===== src/rtl/reset_sequencer_pkg.sv =====
// Shared types and helpers for the reset sequencer: FSM state encoding and counter sizing.
package reset_sequencer_pkg;

  typedef enum logic [1:0] {
    ASSERT    = 2'd0,
    WAIT_LOCK = 2'd1,
    RELEASE   = 2'd2,
    DONE      = 2'd3
  } rst_seq_state_t;

  // Counter must reach max(hold, gap) - 1; never narrower than one bit.
  function automatic int cnt_width(input int hold, input int gap);
    int m;
    m = (hold > gap) ? hold : gap;
    return (m <= 2) ? 1 : $clog2(m);
  endfunction

endpackage


===== src/rtl/reset_sequencer_sync.sv =====
// Generic async-reset flop-chain synchronizer for a single-bit level signal.
module sync_ff #(
  parameter int   STAGES    = 2,
  parameter logic RESET_VAL = 1'b0
) (
  input  logic clk_i,
  input  logic rst_i,
  input  logic d_i,
  output logic q_o
);

  logic [STAGES-1:0] sync_q;

  always_ff @(posedge clk_i or posedge rst_i) begin
    if (rst_i) begin
      sync_q <= {STAGES{RESET_VAL}};
    end else begin
      sync_q <= {sync_q[STAGES-2:0], d_i};
    end
  end

  assign q_o = sync_q[STAGES-1];

endmodule


===== src/rtl/reset_sequencer.sv =====
// Orders reset release across DOMAINS domains: hold, wait for stable PLL lock, then release
// one domain every GAP_CYCLES, lowest index first, and flag completion.
module reset_sequencer
  import reset_sequencer_pkg::*;
#(
  parameter int DOMAINS     = 4,
  parameter int STAGES      = 2,
  parameter int HOLD_CYCLES = 16,
  parameter int GAP_CYCLES  = 8
) (
  input  logic               clk_i,
  input  logic               rst_i,
  input  logic               pll_lock_i,
  input  logic               sw_rst_i,
  output logic [DOMAINS-1:0] nrst_o,
  output logic               rst_done_o,
  output logic [1:0]         state_o
);

  localparam int CW = cnt_width(HOLD_CYCLES, GAP_CYCLES);
  localparam int IW = (DOMAINS > 1) ? $clog2(DOMAINS) : 1;
  localparam logic [CW-1:0] HOLD_LAST = CW'(HOLD_CYCLES - 1);
  localparam logic [CW-1:0] GAP_LAST  = CW'(GAP_CYCLES - 1);
  localparam logic [IW-1:0] IDX_LAST  = IW'(DOMAINS - 1);

  rst_seq_state_t     state_q, state_d;
  logic [CW-1:0]      cnt_q, cnt_d;
  logic [IW-1:0]      idx_q, idx_d;
  logic [DOMAINS-1:0] nrst_q, nrst_d;
  logic               done_q, done_d;
  logic               lock_s;
  logic               abort;

  sync_ff #(.STAGES(STAGES), .RESET_VAL(1'b0)) u_lock_sync (
    .clk_i (clk_i),
    .rst_i (rst_i),
    .d_i   (pll_lock_i),
    .q_o   (lock_s)
  );

  always_ff @(posedge clk_i or posedge rst_i) begin
    if (rst_i) begin
      state_q <= ASSERT;
      cnt_q   <= '0;
      idx_q   <= '0;
      nrst_q  <= '0;
      done_q  <= 1'b0;
    end else begin
      state_q <= state_d;
      cnt_q   <= cnt_d;
      idx_q   <= idx_d;
      nrst_q  <= nrst_d;
      done_q  <= done_d;
    end
  end

  // Losing lock only matters once we have left WAIT_LOCK; abort beats any advance.
  assign abort = (state_q != ASSERT) &&
                 (sw_rst_i || (!lock_s && (state_q != WAIT_LOCK)));

  always_comb begin
    state_d = state_q;
    cnt_d   = cnt_q;
    idx_d   = idx_q;
    nrst_d  = nrst_q;
    done_d  = done_q;
    if (abort) begin
      state_d = ASSERT;
      cnt_d   = '0;
      idx_d   = '0;
      nrst_d  = '0;
      done_d  = 1'b0;
    end else begin
      case (state_q)
        ASSERT: begin
          nrst_d = '0;
          done_d = 1'b0;
          if (sw_rst_i) begin
            cnt_d = '0;
          end else if (cnt_q == HOLD_LAST) begin
            cnt_d   = '0;
            state_d = WAIT_LOCK;
          end else begin
            cnt_d = cnt_q + CW'(1);
          end
        end
        WAIT_LOCK: begin
          if (lock_s) begin
            nrst_d  = DOMAINS'(1);
            idx_d   = '0;
            cnt_d   = '0;
            state_d = RELEASE;
          end
        end
        RELEASE: begin
          if (cnt_q == GAP_LAST) begin
            cnt_d = '0;
            if (idx_q != IDX_LAST) begin
              idx_d  = idx_q + IW'(1);
              nrst_d = (nrst_q << 1) | DOMAINS'(1);
            end else begin
              done_d  = 1'b1;
              state_d = DONE;
            end
          end else begin
            cnt_d = cnt_q + CW'(1);
          end
        end
        DONE: begin
          nrst_d = '1;
          done_d = 1'b1;
        end
        default: state_d = ASSERT;
      endcase
    end
  end

  assign nrst_o     = nrst_q;
  assign rst_done_o = done_q;
  assign state_o    = state_q;

endmodule


===== config.mk =====
export PLATFORM = sky130hd
export DESIGN_NAME = reset_sequencer
export DESIGN_NICKNAME = d
export VERILOG_FILES = /design/src/rtl/reset_sequencer_pkg.sv /design/src/rtl/reset_sequencer_sync.sv /design/src/rtl/reset_sequencer.sv
export SDC_FILE = /design/constraint.sdc
export NUM_CORES = 1
export LEC_CHECK = 0
export ABC_AREA = 1
export BUFFER_PORTS_ARGS = -buffer_cell sky130_fd_sc_hd__buf_2
export CAP_MARGIN = 30
export CORE_MARGIN = 2
export CORE_UTILIZATION = 30
export CTS_CLUSTER_SIZE = 14
export DETAILED_ROUTE_END_ITERATION = 7
export SYNTH_ARGS = -nofsm -noshare
export SYNTH_HDL_FRONTEND = slang
export SYNTH_SLANG_ARGS = --single-unit

===== constraint.sdc =====
create_clock -name clk_i -period 4.2 [get_ports clk_i]
set_clock_uncertainty 0.15 [all_clocks]
set_input_delay 0.21 -clock clk_i [delete_from_list [all_inputs] [get_ports clk_i]]
set_output_delay 0.21 -clock clk_i [all_outputs]
set_load 0.005 [all_outputs]

==> results of run 1 <==
[flip-flops by register name, indices dropped and copies added, names as in the netlist]
name / cells
nrst_o: 4
rst_done_o: 1
u_lock_sync.sync_q: 2
idx_q: 2
cnt_q: 4
state_o: 2
[layout make-up]
type,instances,area [um^2]
inverters,19,71.32
repair buffers,12,70.07
multi-input cells,101,546.8
clock buffers,3,22.52
flip-flops and latches,15,375.4
well taps,46,57.56
clock inverters,1,5.005
fillers,343,2136
[synth_stat cells]
library cell,n
nand2_1,43
nand3_1,22
inv_1,19
dfrtp_1,15
nor2_1,11
ha_1,7
o21ai_0,7
nand2_4,2
o21ai_4,2
a21oi_1,1
a21oi_2,1
a21oi_4,1
buf_2,1
buf_6,1
nand2_2,1
nand3b_1,1
nand4_1,1
nor2_2,1
[worst register-to-register path, stage by stage (launching register included)]
cell and delay [ps]:
dfrtp_1 420, inv_1 120, ha_1 270, o21ai_4 210, nand2_4 160, nand3_1 210, nand3_1 140, nand2_1 80
nand2_1 50
[timing repair]
item,4_1_cts,5_1_grt
gates resized for setup,0,0
hold buffers,2,0
endpoints found under the hold margin,16,0
[path summary, 6_finish.rpt]
path	startpoint	endpoint	slack, ps	depth (start not counted)
setup / recovery	state_o[1]$_DFFE_PP0P_	state_o[0]$_DFFE_PP0P_	2300	8
hold / removal	sw_rst_i	cnt_q[1]$_DFFE_PP0P_	190	4
setup reg to reg	state_o[1]$_DFFE_PP0P_	state_o[0]$_DFFE_PP0P_	2300	8
hold reg to reg	u_lock_sync.sync_q[0]$_DFF_PP0_	u_lock_sync.sync_q[1]$_DFF_PP0_	210	0
max in group asynchronous	rst_i	state_o[0]$_DFFE_PP0P_	3130	3
min in group asynchronous	rst_i	idx_q[1]$_DFFE_PP0P_	380	3
[layer usage]
metal / GRT usage [%] / vias up / wire length [um]
li1: - / 463 / -
met1: 15.80 / 394 / 990
met2: 19.05 / 14 / 932
met3: 3.106 / 4 / 66
met4: 6.383 / 0 / 34
met5: 0 / - / 0
[cells by family after synthesis]
| logic type | count (synthesis) |
|---|---|
| AO/OA/AOI/OAI | 12 |
| AND/OR/NAND/NOR | 82 |
| adder cells (fa/ha/maj) | 7 |
| flip-flops | 15 |
| buffers and inverters | 21 |
[through the flow]
stage / hold WS (ps) / cell area, um^2 / worst slack [ps]
floorplan: -38.52 / 1010 / 2543
global placement: 161.1 / 1101 / 2298
detailed placement: 169.7 / 1101 / 2279
CTS: 188.8 / 1149 / 2259
global route: 226.1 / 1149 / 2134
finish: 191.8 / 1149 / 2299
[power by group]
part           leakage [nW]  internal [mW]  switching [mW]
clock                0.0177         0.0354          0.0505
combinational         0.433          0.145           0.269
sequential            0.199          0.179          0.0301
==> results.py, run 1 <==
metrics = {
    "synth": {
        "synthCells": 137,
        "synth-simple-area-share_pct": 35.81,
        "synth_xor_xnor_area_share_pct": 0,
        "yosysUniqueCellTypes": 18,
        "syn_area_um2": 1010,
        "synth_compound_area_share_pct": 9.665,
        "yosysWarnings": 0,
        "yosysTopAreaCell": "dfrtp_1",
        "synthMuxAreaShare_pct": 0,
        "ys_seq_elements": 15,
        "syn_area_per_cell_um2": 7.370,
        "synth_top_family_by_area": "simple AND/OR/NAND/NOR gates",
        "synth_top_area_share_pct": 37.17,
        "synthAdderAreaFrac_pct": 8.674,
        "synth.area.top_cells": "dfrtp_1 (37%), nand2_1 (16%), nand3_1 (11%)",
        "syn_nets": 148,
        "seq_area_frac_synth_pct": 37.17,
    },
    "run_status": {
        "status": "complete, no violations",
    },
    "hold_path": {
        "min_path_type": "input port to register",
    },
    "global_route": {
        "grt_overflow": 0,
        "antenna_found_initial": 0,
        "first_global_vias": 831,
        "grt_usage_pct": 12.31,
        "grt_max_degree": 16,
        "grt_pass1_wl_um": 3456,
    },
    "die": {
        "io_pins": 11,
        "start_util_pct": 30.74,
        "rows": 21,
        "core_area_um2": 3284,
        "die_h_um": 62.02,
        "chipWidth_um": 62.02,
        "dieArea_um2": 3846,
    },
    "worst_setup_path": {
        "worstSetupPathType": "register to register",
        "critPathMaxStageDelay_ps": 420,
        "worstPathMaxFanout": 13,
        "cp_num_buf_inv": 1,
        "critPathArrivalTime_ps": 1940,
        "cp.required_ps": 4230,
        "setup.worst_path.start_class": "register",
        "crit_family": "simple AND/OR/NAND/NOR gates",
        "slowest_stage": "dfrtp_1",
        "crit_chain": "inv_1 -> ha_1 -> o21ai_4 -> nand2_4 -> nand3_1 -> nand3_1 -> nand2_1 -> nand2_1",
        "endpoint_kind": "register",
    },
    "detailed_routing": {
        "wl_per_cell_um": 10.27,
        "remaining_drc_errors": 0,
        "ant_nets": 0,
        "avgViaCountPerCell": 4.442,
        "wl_um": 2023,
        "drt-initial-drc-count": 19,
        "via_count": 875,
        "dr.pass1.iters": 4,
    },
    "power_and_ir_drop": {
        "pwr_density_cell_nw_per_um2": 616.2,
        "p_total_mw": 0.7078,
        "ir_worst_vdd_v": 0.0002057,
        "leakagePower_nw": 0.6496,
    },
    "sta": {
        "min_period_ps": 1901,
        "tns_ps": 0,
        "final-max-slew-violation-count": 0,
        "finalSetupViolCount": 0,
        "rsz0062_at_grt": "no",
        "slew_headroom_pct": 60.03,
        "worst_pin_slew_ps": 598.8,
        "fmax_ghz": 0.5261,
        "min_period_over_period_pct": 45.26,
        "finalHoldViolations": 0,
    },
    "final_layout": {
        "final_util_pct": 34.97,
        "instances_no_fill": 197,
        "mostFrequentLayoutCells": "nand2_1 (43), nand3_1 (22), inv_1 (19)",
        "area_growth_pct": 13.75,
        "diodes": 0,
        "fin_nets": 163,
        "final_common_cell": "nand2_1",
        "drive_gt1_share_pct": 14.57,
    },
    "place": {
        "globalplace.congestion": 0.8511,
        "hpwl_um": 1581,
        "dp.cells": 191,
        "port_buffers": 10,
    },
    "cts": {
        "cts.clk_slew.worst_paths_ps": 90,
        "cts_setup_buffers": 0,
        "clock_path_buffers": 2,
        "cts-buffers-inserted": 3,
        "cts-root-buf": "clkbuf_4",
        "htree_levels": 1,
        "insertion_delay_ps": 290,
        "cts_tree": "yes",
        "cts.sinks": 15,
    },
    "flow_run": {
        "drv_cap": 0,
    },
}
Note: power is estimated with default switching activity, not from simulation.
==> inputs of run 2 (changes only) <==
ABC_AREA = 0   (was 1)
clock period = 1.7 ns   (was 4.2 ns; I/O delays follow)
==> results.py, run 2 <==
metrics = {
    "global_route": {
        "grt_usage_pct": 13.24,
        "antenna_found_initial": 0,
        "first_global_vias": 814,
        "grt_pass1_wl_um": 3588,
        "grt_overflow": 0,
        "grt_max_degree": 16,
    },
    "cts": {
        "clock_path_buffers": 2,
        "cts-root-buf": "clkbuf_4",
        "cts_tree": "yes",
        "cts.sinks": 15,
        "insertion_delay_ps": 290,
        "htree_levels": 1,
        "cts-buffers-inserted": 3,
        "cts.clk_slew.worst_paths_ps": 100,
    },
    "power_and_ir_drop": {
        "ir_worst_vdd_v": 0.0008800,
        "pwr_density_cell_nw_per_um2": 1538,
        "leakagePower_nw": 0.6352,
        "p_total_mw": 2.077,
    },
    "final_layout": {
        "area_growth_pct": 37.63,
        "final_common_cell": "buf_4",
        "instances_no_fill": 175,
        "fillerInstances": 300,
        "drive_gt1_share_pct": 37.40,
        "fin_nets": 143,
        "multi_input_area_um2": 633.1,
        "finalInstanceArea_um2": 1350,
        "final_util_pct": 43.86,
        "mostFrequentLayoutCells": "buf_4 (14), dfrtp_1 (13), nor2_1 (11)",
        "diodes": 0,
        "seqCellArea_um2": 377.9,
    },
    "worst_setup_path": {
        "worstSetupPathType": "register to register",
        "crit_chain": "inv_4 -> ha_4 -> or2b_1 -> o211a_1 -> and4b_1 -> a211o_1",
        "cp_num_buf_inv": 1,
        "critPathArrivalTime_ps": 1890,
        "rr_worst_depth": 6,
        "reg2reg_to": "cnt_q[3]$_DFFE_PP0P_",
        "crit_family": "flip-flops",
        "setup.worst_path.start_class": "register",
        "r2r-start": "state_o[0]$_DFFE_PP0P_",
        "cp.required_ps": 1740,
        "endpoint_kind": "register",
        "r2r_slack_ps": -150,
        "worstPathMaxFanout": 7,
        "critPathMaxStageDelay_ps": 440,
        "slowest_stage": "dfrtp_2",
    },
    "detailed_routing": {
        "drt-initial-drc-count": 10,
        "ant_nets": 0,
        "wl_um": 2177,
        "wl_per_cell_um": 12.44,
        "dr.pass1.iters": 6,
        "avgViaCountPerCell": 4.783,
        "via_count": 837,
        "remaining_drc_errors": 0,
    },
    "sta": {
        "fin_ws_ps": -151.2,
        "tns_ps": -679.9,
        "min_period_over_period_pct": 108.9,
        "finalHoldViolations": 0,
        "rsz0062_at_grt": "yes",
        "worst_pin_slew_ps": 588.3,
        "final-max-slew-violation-count": 0,
        "finalSetupViolCount": 9,
        "slew_headroom_pct": 60.74,
        "holdWs_ps": 218.1,
        "min_period_ps": 1851,
        "fmax_ghz": 0.5402,
    },
    "hold_path": {
        "holdPathStages": 5,
        "min_path_type": "input port to register",
        "min_to": "state_o[0]$_DFFE_PP0P_",
        "min_from": "sw_rst_i",
    },
    "die": {
        "start_util_pct": 31.87,
        "die_h_um": 61.18,
        "core_area_um2": 3078,
        "chipWidth_um": 61.18,
        "rows": 20,
        "dieArea_um2": 3743,
        "io_pins": 11,
    },
    "synth": {
        "yosysMostFrequentCell": "dfrtp_1",
        "synth_edf_count": 0,
        "synthArstFlopShare_pct": 100.0,
        "syn_area_um2": 980.9,
        "synth_top_area_share_pct": 38.27,
        "synth_common_cells": "dfrtp_1 (15), nor2_1 (11), a21oi_1 (8)",
        "syn_area_per_cell_um2": 9.908,
        "ys.flop_type": "dfrtp_1",
        "ys_seq_elements": 15,
        "yosysTopAreaCell": "dfrtp_1",
        "seq_area_frac_synth_pct": 38.27,
        "syn_nets": 110,
        "yosysUniqueCellTypes": 37,
        "synthCells": 99,
        "synth.area.top_cells": "dfrtp_1 (38%), ha_1 (8.9%), nor2_1 (4.2%)",
        "yosysWarnings": 0,
    },
    "place": {
        "dp.cells": 169,
        "globalplace.congestion": 0.8144,
        "hpwl_um": 1631,
        "pre_cts_slack_ps": -130.8,
        "place_area_um2": 1245,
        "port_buffers": 10,
    },
    "run_status": {
        "status": "finished, violations left",
        "violations": "setup timing",
    },
    "flow_run": {
        "drv_cap": 0,
    },
}
-- run 2: cell count changes after synthesis, moves of 2 or more --
cell / before / now
and4b_1: 0 / 2
o21ai_0: 7 / 4
inv_1: 19 / 6
nand4b_1: 0 / 2
nand2_4: 2 / 0
nand2b_1: 0 / 3
nand2_1: 43 / 7
a21oi_1: 1 / 8
nand3_1: 22 / 2
a21o_1: 0 / 2
o21ai_4: 2 / 0
mux2i_1: 0 / 4
a31oi_1: 0 / 2
-- run 2: worst min-delay path: stages --
cell and delay (ps):
buf_2 140, nand2b_1 150, a221oi_4 100, o21ai_2 70, mux2i_1 80
-- run 2: timing repair --
action | CTS | global route
pin swaps | 2 | 5
gates resized for setup | 4 | 11
hold buffers | 2 | 0
setup buffers | 0 | 0
hold endpoints to repair | 16 | 0
endpoints found under the setup margin | 10 | 12
-- run 2: worst max-delay path by stage --
| stage | slack, ps | end | startpoint | cells past startpoint |
|---|---|---|---|---|
| detailed placement | -130 | cnt_q[3]$_DFFE_PP0P_ | state_o[0]$_DFFE_PP0P_ | 6 |
| global placement | -120 | state_o[1]$_DFFE_PP0P_ | state_o[1]$_DFFE_PP0P_ | 6 |
| finish | -150 | cnt_q[3]$_DFFE_PP0P_ | state_o[0]$_DFFE_PP0P_ | 6 |
| global route | -200 | cnt_q[3]$_DFFE_PP0P_ | state_o[0]$_DFFE_PP0P_ | 6 |
| CTS | -150 | cnt_q[3]$_DFFE_PP0P_ | state_o[0]$_DFFE_PP0P_ | 6 |
| floorplan | -90 | cnt_q[3]$_DFFE_PP0P_ | state_o[0]$_DFFE_PP0P_ | 6 |
-- run 2: cells by family after synthesis --
family          after synthesis  synth area share, %
buf+inv                       8                3.316
compound gates               26                19.39
mux                           4                4.082
flops                        15                38.27
fa+ha+maj                     7                8.928
xor+xnor                      1               0.8930
simple gates                 38                25.13
-- run 2: final cells by class --
class | instances | area share (%)
clock inverters | 1 | 0.3707
multi-input cells | 76 | 46.90
well taps | 44 | 4.078
inverters | 6 | 2.039
repair buffers | 30 | 16.96
clock buffers | 3 | 1.668
flip-flops and latches | 15 | 27.99
-- run 2: power by group --
part / leakage, nW / total (mW) / switching, mW / internal (mW)
logic: 0.422 / 1.35 / 0.647 / 0.699
clock network: 0.0177 / 0.217 / 0.129 / 0.0876
registers: 0.196 / 0.514 / 0.0763 / 0.438
total: 0.635 / 2.08 / 0.853 / 1.22
-- run 2: metal layers --
| metal | share of wire (%) | track usage, % |
|---|---|---|
| met1 | 47 | 17.17 |
| met2 | 48 | 20.52 |
| met3 | 2.1 | 2.101 |
| met4 | 2.3 | 8.385 |
| met5 | 0 | 0 |
==> inputs of run 3 (changes only) <==
CORE_UTILIZATION = 45   (was 30)
MAX_ROUTING_LAYER = met4   (was unset)
PLACE_DENSITY = 0.66   (was unset)
==> results.py, run 3 (synthesis gave the netlist of run 2 again) <==
metrics = {
    "cts": {
        "cts_tree": "yes",
        "cts.sinks": 15,
        "insertion_delay_ps": 290,
        "cts-buffers-inserted": 3,
        "clock_path_buffers": 2,
        "cts.clk_slew.worst_paths_ps": 90,
        "htree_levels": 1,
        "cts-root-buf": "clkbuf_4",
    },
    "die": {
        "die_h_um": 50.69,
        "dieArea_um2": 2569,
        "rows": 16,
        "chipWidth_um": 50.69,
        "start_util_pct": 49.00,
        "io_pins": 11,
        "core_area_um2": 2002,
    },
    "detailed_routing": {
        "ant_nets": 0,
        "dr.pass1.iters": 4,
        "remaining_drc_errors": 0,
        "wl_um": 2310,
        "avgViaCountPerCell": 5.345,
        "wl_per_cell_um": 14.00,
        "drt-initial-drc-count": 9,
        "via_count": 882,
    },
    "place": {
        "port_buffers": 10,
        "dp.cells": 154,
        "hpwl_um": 1664,
        "pre_cts_slack_ps": -129.9,
        "place_area_um2": 1226,
        "globalplace.congestion": 0.8482,
    },
    "sta": {
        "fin_ws_ps": -142.6,
        "holdWs_ps": 215.9,
        "min_period_ps": 1843,
        "slew_headroom_pct": 61.13,
        "min_period_over_period_pct": 108.4,
        "worst_pin_slew_ps": 582.4,
        "finalHoldViolations": 0,
        "rsz0062_at_grt": "yes",
        "finalSetupViolCount": 10,
        "tns_ps": -949.8,
        "final-max-slew-violation-count": 0,
        "fmax_ghz": 0.5427,
    },
    "final_layout": {
        "instances_no_fill": 165,
        "fin_nets": 150,
        "drive_gt1_share_pct": 39.13,
        "area_growth_pct": 39.54,
        "diodes": 0,
        "finalInstanceArea_um2": 1369,
        "final_common_cell": "buf_4",
        "final_util_pct": 68.38,
        "fillerInstances": 150,
        "mostFrequentLayoutCells": "buf_4 (22), dfrtp_1 (14), nor2_1 (11)",
    },
    "global_route": {
        "first_global_vias": 917,
        "grt_usage_pct": 22.13,
        "grt_overflow": 0,
        "antenna_found_initial": 0,
        "grt_pass1_wl_um": 4112,
        "grt_max_degree": 16,
    },
    "worst_setup_path": {
        "setup.worst_path.start_class": "register",
        "crit_family": "compound AO/OA/AOI/OAI gates",
        "cp.required_ps": 1730,
        "endpoint_kind": "register",
        "cp_num_buf_inv": 1,
        "slowest_stage": "dfrtp_1",
        "critPathArrivalTime_ps": 1880,
        "worstSetupPathType": "register to register",
        "worstPathMaxFanout": 4,
        "crit_chain": "buf_6 -> ha_4 -> and2b_2 -> a221oi_4 -> o21ai_2 -> a32o_1",
        "critPathMaxStageDelay_ps": 420,
    },
    "run_status": {
        "status": "finished, violations left",
        "violations": "setup timing",
    },
    "power_and_ir_drop": {
        "pwr_density_cell_nw_per_um2": 1629,
        "ir_worst_vdd_v": 0.001316,
        "leakagePower_nw": 0.6740,
        "p_total_mw": 2.230,
    },
    "hold_path": {
        "min_path_type": "register to register",
    },
    "flow_run": {
        "drv_cap": 0,
    },
}
==> run 3: metal layers <==
layer | wire length, um | up-vias | GRT usage (%)
li1 | - | 435 | -
met1 | 1066 | 430 | 25.75
met2 | 1153 | 12 | 37.28
met3 | 66 | 5 | 6.548
met4 | 24 | 0 | 5.856
met5 | 0 | - | -
==> run 3: layout make-up <==
cell class	count	area (um^2)	share of cell area [%]
Clock buffer	4	26.28	1.920
Inverter	6	25.02	1.828
Multi-Input combinational cell	76	638.1	46.62
Sequential cell	15	376.6	27.51
Tap cell	27	33.78	2.468
Timing Repair Buffer	37	269.0	19.65
==> run 3: final timing paths <==
kind                                                       from  cells past startpoint  slack (ps)                               to
worst min register to register  u_lock_sync.sync_q[0]$_DFF_PP0_                      0         220  u_lock_sync.sync_q[1]$_DFF_PP0_
worst max-delay path                     state_o[0]$_DFFE_PP0P_                      6        -140           state_o[1]$_DFFE_PP0P_
max in group asynchronous                                 rst_i                      3         750           state_o[1]$_DFFE_PP0P_
worst max register to register           state_o[0]$_DFFE_PP0P_                      6        -140           state_o[1]$_DFFE_PP0P_
min in group asynchronous                                 rst_i                      3         240             idx_q[0]$_DFFE_PP0P_
worst min-delay path            u_lock_sync.sync_q[0]$_DFF_PP0_                      0         220  u_lock_sync.sync_q[1]$_DFF_PP0_
==> run 3: what timing repair did <==
| item | 4_1_cts | 5_1_grt |
|---|---|---|
| cloned | 0 | 0 |
| setup endpoints to repair | 11 | 12 |
| pin swaps | 3 | 7 |
| endpoints found under the hold margin | 16 | 0 |
| gates resized for setup | 9 | 3 |
| hold buffers | 2 | 0 |
| buffers inserted | 4 | 1 |
==> run 3: report_power, final <==
part           switching, mW  total, mW  internal, mW
registers             0.0631      0.498         0.435
clock network          0.120      0.211        0.0914
logic                  0.705       1.52         0.815
total                  0.888       2.23          1.34
